--- src/rtl/mips_boot_pkg.sv ---
// Shared definitions for the MIPS boot loader: frame header codes and FSM states.
package mips_boot_pkg;

  typedef enum logic [2:0] {
    S_HDR,
    S_CNT,
    S_BYTE,
    S_WRITE,
    S_DONE,
    S_ERR
  } state_e;

  localparam logic [7:0] TGT_IMEM = 8'h00;
  localparam logic [7:0] TGT_REGF = 8'h01;
  localparam logic [7:0] TGT_DMEM = 8'h02;
  localparam logic [7:0] HDR_END  = 8'hFF;

  function automatic logic is_target(input logic [7:0] hdr);
    return (hdr == TGT_IMEM) || (hdr == TGT_REGF) || (hdr == TGT_DMEM);
  endfunction

endpackage

--- src/rtl/word_packer.sv ---
// Big-endian byte-to-word assembler: keeps the first three bytes of a word and
// presents them joined with the currently offered byte as the complete word.
module word_packer (
  input  logic        clk_i,
  input  logic        rst_i,
  input  logic        clear_i,
  input  logic        shift_i,
  input  logic [7:0]  byte_i,
  output logic [31:0] word_o,
  output logic [1:0]  idx_o
);

  logic [23:0] hold_q;
  logic [1:0]  idx_q;

  always_ff @(posedge clk_i) begin
    if (rst_i || clear_i) begin
      hold_q <= '0;
      idx_q  <= '0;
    end else if (shift_i) begin
      hold_q <= {hold_q[15:0], byte_i};
      idx_q  <= idx_q + 2'd1;
    end
  end

  // Fourth byte is used in the same cycle it transfers, so it is never stored.
  assign word_o = {hold_q, byte_i};
  assign idx_o  = idx_q;

endmodule

--- src/rtl/boot_loader.sv ---
// Streams framed bytes into CPU instruction/register/data memories, then
// releases the CPU from reset on the end header or holds it on a bad header.
module boot_loader
  import mips_boot_pkg::*;
#(
  parameter int unsigned ADDR_W = 8,
  parameter int unsigned CNT_W  = 8
) (
  input  logic              clock,
  input  logic              reset,
  input  logic              in_valid,
  input  logic [7:0]        in_data,
  output logic              in_ready,
  output logic              wr_en,
  output logic [1:0]        wr_sel,
  output logic [ADDR_W-1:0] wr_addr,
  output logic [31:0]       wr_data,
  output logic              cpu_reset_n,
  output logic              done,
  output logic              error
);

  state_e             state_q;
  logic [1:0]         tgt_q;
  logic [CNT_W-1:0]   cnt_q;
  logic               wr_en_q;
  logic [1:0]         wr_sel_q;
  logic [ADDR_W-1:0]  wr_addr_q;
  logic [31:0]        wr_data_q;
  logic               done_q;
  logic               error_q;
  logic               cpu_rst_n_q;

  logic               xfer;
  logic [CNT_W-1:0]   cnt_in;
  logic [31:0]        pk_word;
  logic [1:0]         pk_idx;

  assign in_ready = (state_q == S_HDR) || (state_q == S_CNT) || (state_q == S_BYTE);
  assign xfer     = in_valid && in_ready;
  assign cnt_in   = CNT_W'(in_data);

  word_packer u_packer (
    .clk_i   (clock),
    .rst_i   (reset),
    .clear_i (xfer && (state_q == S_CNT)),
    .shift_i (xfer && (state_q == S_BYTE)),
    .byte_i  (in_data),
    .word_o  (pk_word),
    .idx_o   (pk_idx)
  );

  always_ff @(posedge clock) begin
    if (reset) begin
      state_q     <= S_HDR;
      tgt_q       <= '0;
      cnt_q       <= '0;
      wr_en_q     <= 1'b0;
      wr_sel_q    <= '0;
      wr_addr_q   <= '0;
      wr_data_q   <= '0;
      done_q      <= 1'b0;
      error_q     <= 1'b0;
      cpu_rst_n_q <= 1'b0;
    end else begin
      unique case (state_q)
        S_HDR: if (xfer) begin
          if (is_target(in_data)) begin
            tgt_q   <= in_data[1:0];
            state_q <= S_CNT;
          end else if (in_data == HDR_END) begin
            done_q      <= 1'b1;
            cpu_rst_n_q <= 1'b1;
            state_q     <= S_DONE;
          end else begin
            error_q <= 1'b1;
            state_q <= S_ERR;
          end
        end
        S_CNT: if (xfer) begin
          cnt_q     <= cnt_in;
          wr_addr_q <= '0;
          state_q   <= (cnt_in == '0) ? S_HDR : S_BYTE;
        end
        S_BYTE: if (xfer && (pk_idx == 2'd3)) begin
          wr_en_q   <= 1'b1;
          wr_sel_q  <= tgt_q;
          wr_data_q <= pk_word;
          state_q   <= S_WRITE;
        end
        S_WRITE: begin
          wr_en_q   <= 1'b0;
          wr_addr_q <= wr_addr_q + ADDR_W'(1);
          cnt_q     <= cnt_q - CNT_W'(1);
          state_q   <= (cnt_q == CNT_W'(1)) ? S_HDR : S_BYTE;
        end
        S_DONE, S_ERR: ;
        default: state_q <= S_HDR;
      endcase
    end
  end

  assign wr_en       = wr_en_q;
  assign wr_sel      = wr_sel_q;
  assign wr_addr     = wr_addr_q;
  assign wr_data     = wr_data_q;
  assign done        = done_q;
  assign error       = error_q;
  assign cpu_reset_n = cpu_rst_n_q;

endmodule

--- config.mk ---
export PLATFORM = sky130hd
export DESIGN_NAME = boot_loader
export DESIGN_NICKNAME = d
export VERILOG_FILES = /design/src/rtl/mips_boot_pkg.sv /design/src/rtl/word_packer.sv /design/src/rtl/boot_loader.sv
export SDC_FILE = /design/constraint.sdc
export NUM_CORES = 1
export LEC_CHECK = 0
export BUFFER_PORTS_ARGS = -buffer_cell sky130_fd_sc_hd__buf_4
export CAP_MARGIN = 30
export CORE_ASPECT_RATIO = 0.8
export CORE_MARGIN = 1
export CORE_UTILIZATION = 59
export CTS_CLUSTER_DIAMETER = 60
export DETAILED_ROUTE_END_ITERATION = 6
export GPL_ROUTABILITY_DRIVEN = 0
export PLACE_DENSITY = 0.83
export REMOVE_ABC_BUFFERS = 1
export SLEW_MARGIN = 5
export SYNTH_ARGS = -nofsm -noshare
export SYNTH_HDL_FRONTEND = slang
export SYNTH_SLANG_ARGS = --single-unit
--- constraint.sdc ---
create_clock -name clock -period 4.2 [get_ports clock]
set_input_delay 0.42 -clock clock [delete_from_list [all_inputs] [get_ports clock]]
set_output_delay 0.42 -clock clock [all_outputs]
set_load 0.02 [all_outputs]
==> results.cfg, run 1 <==
[sta]
slew_headroom = 0.360
finalWorstPathRequiredPeriod_ps = 2350
slew_violations = 0
setup_total_negative_slack_ps = 0
rsz0062_at_grt = no
slew_at_the_pin_closest_to_its_max_slew_limit_ps = 957
timing_hold_violations_final = 0
setup_violations = 0
layout_worst_path_cycle_share = 0.559
clock_skew_ps = 7.15
max_freq_mhz = 426
fin_worst_hold_slack_ps = 353

[hold_path]
hold_end = wr_data[7]
holdPathStages = 3
holdCritStartpoint = in_data[7]
hold_class = primary input to flip-flop

[worst_setup_path]
worst_r2r_startpoint = state_q[1]
critical_path.reg2reg.endpoint = wr_data[17]
setup.worst_path.class = flip-flop to flip-flop
startpoint_type = flip-flop
critPathCaptureType = flip-flop
cp.arrival_ps = 2630
timing.reg2reg.worst_path_depth = 5
cp_max_fo = 24
setup.reg_to_reg.worst_slack_ps = 1850
worst-endpoint-required_ps = 4480

[power]
power.density_cell_area_nw_per_um2 = 387
post-layout-total-power_mw = 1.54
power.ir.vdd_worst_mv = 0.318
power.static_leakage_nw = 1.48

[synthesis]
synth_enable_flop_cells = 0
post_synthesis_cells = 415
seq_total_area_yosys = 0.501
ys_ff_latch = 84
ys_flop_type = sky130_fd_sc_hd__dfxtp_1
biggest_area_consumer_among_synthesized_cells = sky130_fd_sc_hd__dfxtp_1
post-synth-top-area-fraction = 0.501
synth.most_common_cell = sky130_fd_sc_hd__nand2_1
synthArstFlopShare = 0
synth.yosys.warnings = 0
synth.distinct_cells = 51
area_of_the_mapped_netlist_um2 = 3350
synth_commonest_cells = sky130_fd_sc_hd__nand2_1, sky130_fd_sc_hd__dfxtp_1, sky130_fd_sc_hd__a21oi_1
synthesized_area_per_cell_um2 = 8.08
yosys-top-cells-area = sky130_fd_sc_hd__dfxtp_1, sky130_fd_sc_hd__nand2_1, sky130_fd_sc_hd__a21oi_1

[cts]
clock_h_tree_levels = 3
clkTransAtPathRegs_ps = 80
cts_stage_hold_buffer_count = 0
cts_buffer_depth = 2
tritoncts_num_sinks = 84
cts_resized = 0
post_cts.repair.setup_buffers = 0
cts_inserted_buffers = 9
clk_lat_worst_skew_ps = 350
clock_tree_from_tritoncts = done
cts_root_buffer = sky130_fd_sc_hd__clkbuf_8

[drt]
route.antenna.remaining_nets = 0
routed_wire_length_per_instance_um = 13.7
met2_wirelength_um = 3340
sum_of_routed_wire_segments_on_met1_um = 3490
vias_per_cell = 5.48
route.top_layer_used = met4
routed_wirelength_um = 7400
firstDrtPassIters = 4
drt_first_iter_violations = 207
met3_length_um = 461
detailroute.via_count = 2966
drc_errors = 0

[finish]
area.sequential_um2 = 1680
postLayoutCoreUtil = 0.728
areaGrowthSynthToFinish_pct = 18.7
drive_gt1_frac = 0.177
fin_nets = 473
n_antenna_cell = 0
fill_cells = 441
multi_input_area_um2 = 1500

[place]
place.port_buffers = 57
detailed_place_hpwl_um = 4920

[global_route]
grt_pass1_wl_um = 12200
grt_use_total = 0.259
via_count_of_the_first_global_routing_pass = 2705
grt_max_degree = 61
grt_remaining_overflow = 0
initial_antenna_violation_count = 0

[die]
die_width_um = 86.3
core.rowCount = 24
initial_core_util = 0.614
ios = 58
dieArea_um2 = 5990
core-area_um2 = 5470
die_height_um = 69.4

[run]
max_cap_viol_count = 0

[outcome]
run_status = completed
cell type report:
class | count | share of cell area
Timing Repair Buffer | 62 | 0.129
Inverter | 6 | 0.00566
Clock inverter | 6 | 0.0104
Tap cell | 78 | 0.0245
Clock buffer | 10 | 0.0321
Multi-Input combinational cell | 295 | 0.376
Sequential cell | 84 | 0.422
through the flow:
step / cell area, um^2 / worst slack, ps / instances
floorplan: 3200 / 1830 / 385
global placement: 3740 / 1590 / 522
detailed placement: 3810 / 1880 / 525
CTS: 3980 / 1860 / 541
global route: 3980 / 1640 / 541
finish: 3980 / 1850 / 541
layout by cell type, fill, tap and decap left out, types with 4 or more instances in the layout:
cell	instances
sky130_fd_sc_hd__clkbuf_8	9
sky130_fd_sc_hd__inv_1	6
sky130_fd_sc_hd__buf_4	59
sky130_fd_sc_hd__nor2_1	18
sky130_fd_sc_hd__nand4_1	4
sky130_fd_sc_hd__nand2_1	128
sky130_fd_sc_hd__nand3_1	6
sky130_fd_sc_hd__dfxtp_1	84
sky130_fd_sc_hd__nor4_1	5
sky130_fd_sc_hd__a21oi_1	73
sky130_fd_sc_hd__ha_1	4
sky130_fd_sc_hd__nor3_1	4
report_power, final:
| part | leakage, nW | switching [mW] | internal, mW |
|---|---|---|---|
| registers | 0.678 | 0.0423 | 0.819 |
| clock network | 0.0783 | 0.287 | 0.213 |
| logic | 0.724 | 0.104 | 0.0742 |
logic make-up (layout without fill, tap and decap cells):
kind of cell	after synthesis	count (layout)	share of synthesized area
adders and majority gates	4	4	0.0149
buffers and inverters	36	84	0.0522
xor gates and xnor gates	1	1	0.00261
muxes	4	4	0.0127
DFF	84	84	0.501
and+or+nand+nor	190	190	0.255
AOI/OAI and AO/OA	96	96	0.161
worst max-delay path by stage:
| stage | from | endpoint | slack [ps] | cells after the start |
|---|---|---|---|---|
| final | state_q[1] | wr_data[17] | 1850 | 5 |
| after global routing | state_q[1] | wr_data[28] | 1640 | 5 |
| after CTS | state_q[1] | wr_data[17] | 1860 | 5 |
| after detailed placement | state_q[1] | wr_data[17] | 1880 | 5 |
| after global placement | state_q[1] | wr_data[13] | 1590 | 4 |
| after floorplan | state_q[1] | wr_data[0] | 1830 | 4 |
registers in the layout (all words and copies together), names as in the netlist:
| name | cells |
|---|---|
| wr_data | 32 |
| u_packer.hold_q | 24 |
| cnt_q | 8 |
| wr_addr | 8 |
| state_q | 3 |
| tgt_q | 2 |
| u_packer.idx_o | 2 |
| wr_sel | 2 |
| cpu_reset_n | 1 |
| error | 1 |
| wr_en | 1 |
layer usage:
layer	GRT usage	vias up
met3	0.0905	11
met5	0	-
met1	0.337	1378
li1	-	1497
met2	0.399	80
met4	0.0926	0
worst max-delay path, stage by stage, from the launching register on:
cell and delay [ps]:
sky130_fd_sc_hd__dfxtp_1 720, sky130_fd_sc_hd__and4bb_1 570, sky130_fd_sc_hd__and2_1 530, sky130_fd_sc_hd__buf_16 230
sky130_fd_sc_hd__nand2_1 70, sky130_fd_sc_hd__a21oi_1 130
Power figures use the tool's default switching activity.
==> run 2: changes to the inputs <==
Settings changed: CORE_UTILIZATION 59 to 50, PLACE_DENSITY 0.83 to 0.75.
Clock period 4.2 ns to 2.1 ns, I/O delays scaled along.
==> results.cfg, run 2 (synthesized netlist as in run 1, its figures left out) <==
[power]
power.static_leakage_nw = 1.49
power.density_cell_area_nw_per_um2 = 787
power.ir.vdd_worst_mv = 0.469

[hold_path]
hold_class = primary input to flip-flop

[drt]
detailroute.via_count = 2935
vias_per_cell = 5.35
drt_first_iter_violations = 105
routed_wire_length_per_instance_um = 13.2
firstDrtPassIters = 4
route.antenna.remaining_nets = 0
routed_wirelength_um = 7250
drc_errors = 0

[worst_setup_path]
cp.arrival_ps = 2070
worst-endpoint-required_ps = 2310
cp_max_fo = 14
crit_family = simple AND/OR/NAND/NOR gates
critPathCaptureType = flip-flop
cp_num_buf_inv = 0
cp_endpoint = cnt_q[5]
setup.reg_to_reg.worst_slack_ps = 240
first_element_of_the_critical_path = state_q[0]
crit_chain = nand3b_4 > or4_1 > o311ai_1 > a31oi_1
startpoint_type = flip-flop
worst_r2r_startpoint = state_q[0]
critical_path.max_stage_delay_ps = 590
critical_path.reg2reg.endpoint = cnt_q[5]
setup.worst_path.class = flip-flop to flip-flop
worstSetupPathDepth = 4
timing.reg2reg.worst_path_depth = 4
cp_slowest_cell = sky130_fd_sc_hd__dfxtp_1

[sta]
rsz0062_at_grt = no
slew_violations = 0
layout_worst_path_cycle_share = 0.887
setup_violations = 0
max_freq_mhz = 537
clock_skew_ps = 5.86
finalWorstPathRequiredPeriod_ps = 1860
fin_worst_hold_slack_ps = 144
slew_headroom = 0.563
slew_at_the_pin_closest_to_its_max_slew_limit_ps = 650
timing_hold_violations_final = 0

[finish]
fill_cells = 584
area.sequential_um2 = 1680
layout.cells.most_common_list = sky130_fd_sc_hd__nand2_1, sky130_fd_sc_hd__dfxtp_1, sky130_fd_sc_hd__a21oi_1
postLayoutCoreUtil = 0.617
drive_gt1_frac = 0.181
n_antenna_cell = 0
fin_nets = 476
largest_register_ff_count = 32
multi_input_area_um2 = 1500
final_common_cell = sky130_fd_sc_hd__nand2_1
areaGrowthSynthToFinish_pct = 18.4

[cts]
tritoncts_num_sinks = 84
cts_stage_hold_buffer_count = 0
clock_tree_from_tritoncts = done
cts_resized = 0
cts_root_buffer = sky130_fd_sc_hd__clkbuf_8
clk_lat_worst_skew_ps = 350
clock_h_tree_levels = 3
cts_buffer_depth = 2
clkTransAtPathRegs_ps = 80
post_cts.repair.setup_buffers = 0
cts_inserted_buffers = 9

[global_route]
via_count_of_the_first_global_routing_pass = 2466
grt_pass1_wl_um = 11600
grt_use_total = 0.217
initial_antenna_violation_count = 0
grt_max_degree = 61
grt_remaining_overflow = 0

[place]
detailed_place_hpwl_um = 4740
place.port_buffers = 57

[die]
die_height_um = 75.3
core-area_um2 = 6440
dieArea_um2 = 7040
die_width_um = 93.6
core.rowCount = 26
initial_core_util = 0.521
ios = 58

[run]
max_cap_viol_count = 0

[outcome]
run_status = completed
[run 2: cell types whose count changed in the layout (fill, tap and decap cells not counted), sizes merged]
cell / delta
inv: +1
clkbuf: +2
clkinvlp: -2
clkinv: -2
buf: +3
[run 2: worst min-delay path by stage]
stage          cells past startpoint                 end  slack (ps)           startpoint
6_report                           3  u_packer.hold_q[5]         140           in_data[5]
2_1_floorplan                      1            cnt_q[2]         280                reset
3_3_place_gp                       2         wr_data[31]         440  u_packer.hold_q[23]
5_1_grt                            3  u_packer.hold_q[3]         120           in_data[3]
4_1_cts                            3  u_packer.hold_q[5]         130           in_data[5]
3_5_place_dp                       2         wr_data[31]         450          wr_data[31]
[run 2: final cells by class]
cell class,instances,area share
inverters,6,0.00567
flip-flops and latches,84,0.423
well taps,84,0.0265
repair buffers,65,0.123
clock buffers,12,0.0391
multi-input cells,295,0.377
clock inverters,3,0.00536
[run 2: per-layer routing]
metal	routed length, um	track usage	up-vias
met1	3450	0.275	1366
met3	339	0.0667	8
met2	3380	0.350	65
met4	82	0.0821	0
met5	0	0	-
li1	-	-	1496
[run 2: through the flow]
step	worst slack (ps)	cells	setup TNS, ps	cell area [um^2]	total power [mW]
floorplan	-266	385	-9270	3200	1.96
global placement	336	534	0	3790	2.10
detailed placement	238	534	0	3790	2.11
CTS	241	549	0	3970	3.15
global route	156	549	0	3970	3.27
finish	238	549	0	3970	3.13
[run 2: power by group]
| part | internal, mW | switching, mW |
|---|---|---|
| Clock | 0.491 | 0.558 |
| Combinational | 0.154 | 0.212 |
| Sequential | 1.64 | 0.0756 |
| Total | 2.28 | 0.846 |
[run 2: worst register-to-register path, stage by stage (launching register included)]
cell and delay [ps]:
sky130_fd_sc_hd__dfxtp_1 590, sky130_fd_sc_hd__nand3b_4 180, sky130_fd_sc_hd__or4_1 540, sky130_fd_sc_hd__o311ai_1 300
sky130_fd_sc_hd__a31oi_1 120
==> run 3: changes to the inputs <==
Settings changed: RECOVER_POWER from default to 50.
==> results.cfg, run 3 (synthesized netlist as in run 1, its figures left out) <==
[cts]
clock_h_tree_levels = 3
post_cts.repair.setup_buffers = 0
clk_lat_worst_skew_ps = 350
cts_resized = 0
clock_tree_from_tritoncts = done
clkTransAtPathRegs_ps = 80
cts_inserted_buffers = 9
cts_buffer_depth = 2
tritoncts_num_sinks = 84
cts_root_buffer = sky130_fd_sc_hd__clkbuf_8
cts_stage_hold_buffer_count = 0

[sta]
slew_at_the_pin_closest_to_its_max_slew_limit_ps = 837
rsz0062_at_grt = no
slew_headroom = 0.428
clock_skew_ps = 4.69
max_freq_mhz = 535
slew_violations = 0
layout_worst_path_cycle_share = 0.891
setup_violations = 0
timing_hold_violations_final = 0
finalWorstPathRequiredPeriod_ps = 1870

[global_route]
initial_antenna_violation_count = 0
grt_max_degree = 61
grt_use_total = 0.217
grt_pass1_wl_um = 11600
grt_remaining_overflow = 0
via_count_of_the_first_global_routing_pass = 2466

[worst_setup_path]
setup.worst_path.class = flip-flop to flip-flop
cp_slowest_cell = sky130_fd_sc_hd__dfxtp_1
worst_r2r_startpoint = state_q[0]
cp_max_fo = 14
timing.reg2reg.worst_path_depth = 4
critPathCaptureType = flip-flop
cp.arrival_ps = 2080
crit_family = simple AND/OR/NAND/NOR gates
crit_chain = nand3b_4 > or4_1 > o311ai_1 > a31oi_1
critical_path.max_stage_delay_ps = 600
first_element_of_the_critical_path = state_q[0]
worstSetupPathDepth = 4
startpoint_type = flip-flop
worst-endpoint-required_ps = 2310
cp_num_buf_inv = 0

[place]
detailed_place_hpwl_um = 4740
place.port_buffers = 57
postPlaceCellArea_um2 = 3790

[drt]
routed_wire_length_per_instance_um = 13.4
vias_per_cell = 5.32
drc_errors = 0
firstDrtPassIters = 4
route.antenna.remaining_nets = 0
routed_wirelength_um = 7340
detailroute.via_count = 2920
drt_first_iter_violations = 113

[power]
post-layout-total-power_mw = 3.11
p_sw_frac = 0.271
power.ir.vdd_worst_mv = 0.465
power.combinational.fraction = 0.111
netSwitchingPower_mw = 0.843
internal_power_mw = 2.26
power.density_cell_area_nw_per_um2 = 821
power.static_leakage_nw = 1.28
pwr-share-clk = 0.338
seq_power_share = 0.551

[finish]
area.sequential_um2 = 1680
largest_register_ff_count = 32
multi_input_area_um2 = 1490
final_common_cell = sky130_fd_sc_hd__nand2_1
finish.instance_area_um2 = 3780
drive_gt1_frac = 0.0753
fin_nets = 476
postLayoutCoreUtil = 0.587
areaGrowthSynthToFinish_pct = 12.8
fill_cells = 637
n_antenna_cell = 0
layout.cells.most_common_list = sky130_fd_sc_hd__nand2_1, sky130_fd_sc_hd__dfxtp_1, sky130_fd_sc_hd__a21oi_1

[die]
die_width_um = 93.6
initial_core_util = 0.521
core.rowCount = 26
die_height_um = 75.3
dieArea_um2 = 7040
core-area_um2 = 6440
ios = 58

[hold_path]
holdCritStartpoint = in_data[5]
hold_class = primary input to flip-flop
holdPathStages = 3

[outcome]
run_status = completed

[run]
max_cap_viol_count = 0
run 3: area by class of cell:
cell class                      count  share of cell area
Sequential cell                    84               0.445
Multi-Input combinational cell    295               0.394
Timing Repair Buffer               65              0.0807
Clock buffer                       12              0.0410
Tap cell                           84              0.0278
Inverter                            6             0.00595
Clock inverter                      3             0.00562
run 3: worst paths after layout:
| check | slack [ps] | end |
|---|---|---|
| max reg2reg | 230 | cnt_q[5] |
| max | 230 | cnt_q[5] |
| min reg2reg | 460 | wr_data[28] |
| min | 140 | u_packer.hold_q[5] |
run 3: worst reg2reg max path: cells and delay by family, from the launching register on:
kind | cells | cell delay (ps)
AND/OR/NAND/NOR | 2 | 720
flip-flops | 1 | 600
AO/OA/AOI/OAI | 2 | 420
run 3: metrics by stage:
step	TNS, ps	hold WS [ps]	std cells	setup WS, ps
floorplan	-9270	279	385	-266
global placement	0	441	534	336
detailed placement	0	447	534	238
CTS	0	131	549	241
global route	0	125	549	117
finish	0	140	549	229
run 3: power by group through the flow:
stage	Sequential (mW)	Clock [mW]	Combinational, mW
4_1_cts	1.71	1.07	0.365
3_3_place_gp	1.74	0	0.354
6_report	1.71	1.05	0.345
2_1_floorplan	1.74	0	0.217
3_5_place_dp	1.74	0	0.364
5_1_grt	1.72	1.15	0.379
run 3: routing by layer:
| metal | up-vias | routed length (um) | GRT usage |
|---|---|---|---|
| met5 | - | 0 | 0 |
| met4 | 0 | 97 | 0.0821 |
| met3 | 10 | 307 | 0.0667 |
| met2 | 59 | 3390 | 0.350 |
| met1 | 1356 | 3540 | 0.275 |
| li1 | 1495 | - | - |
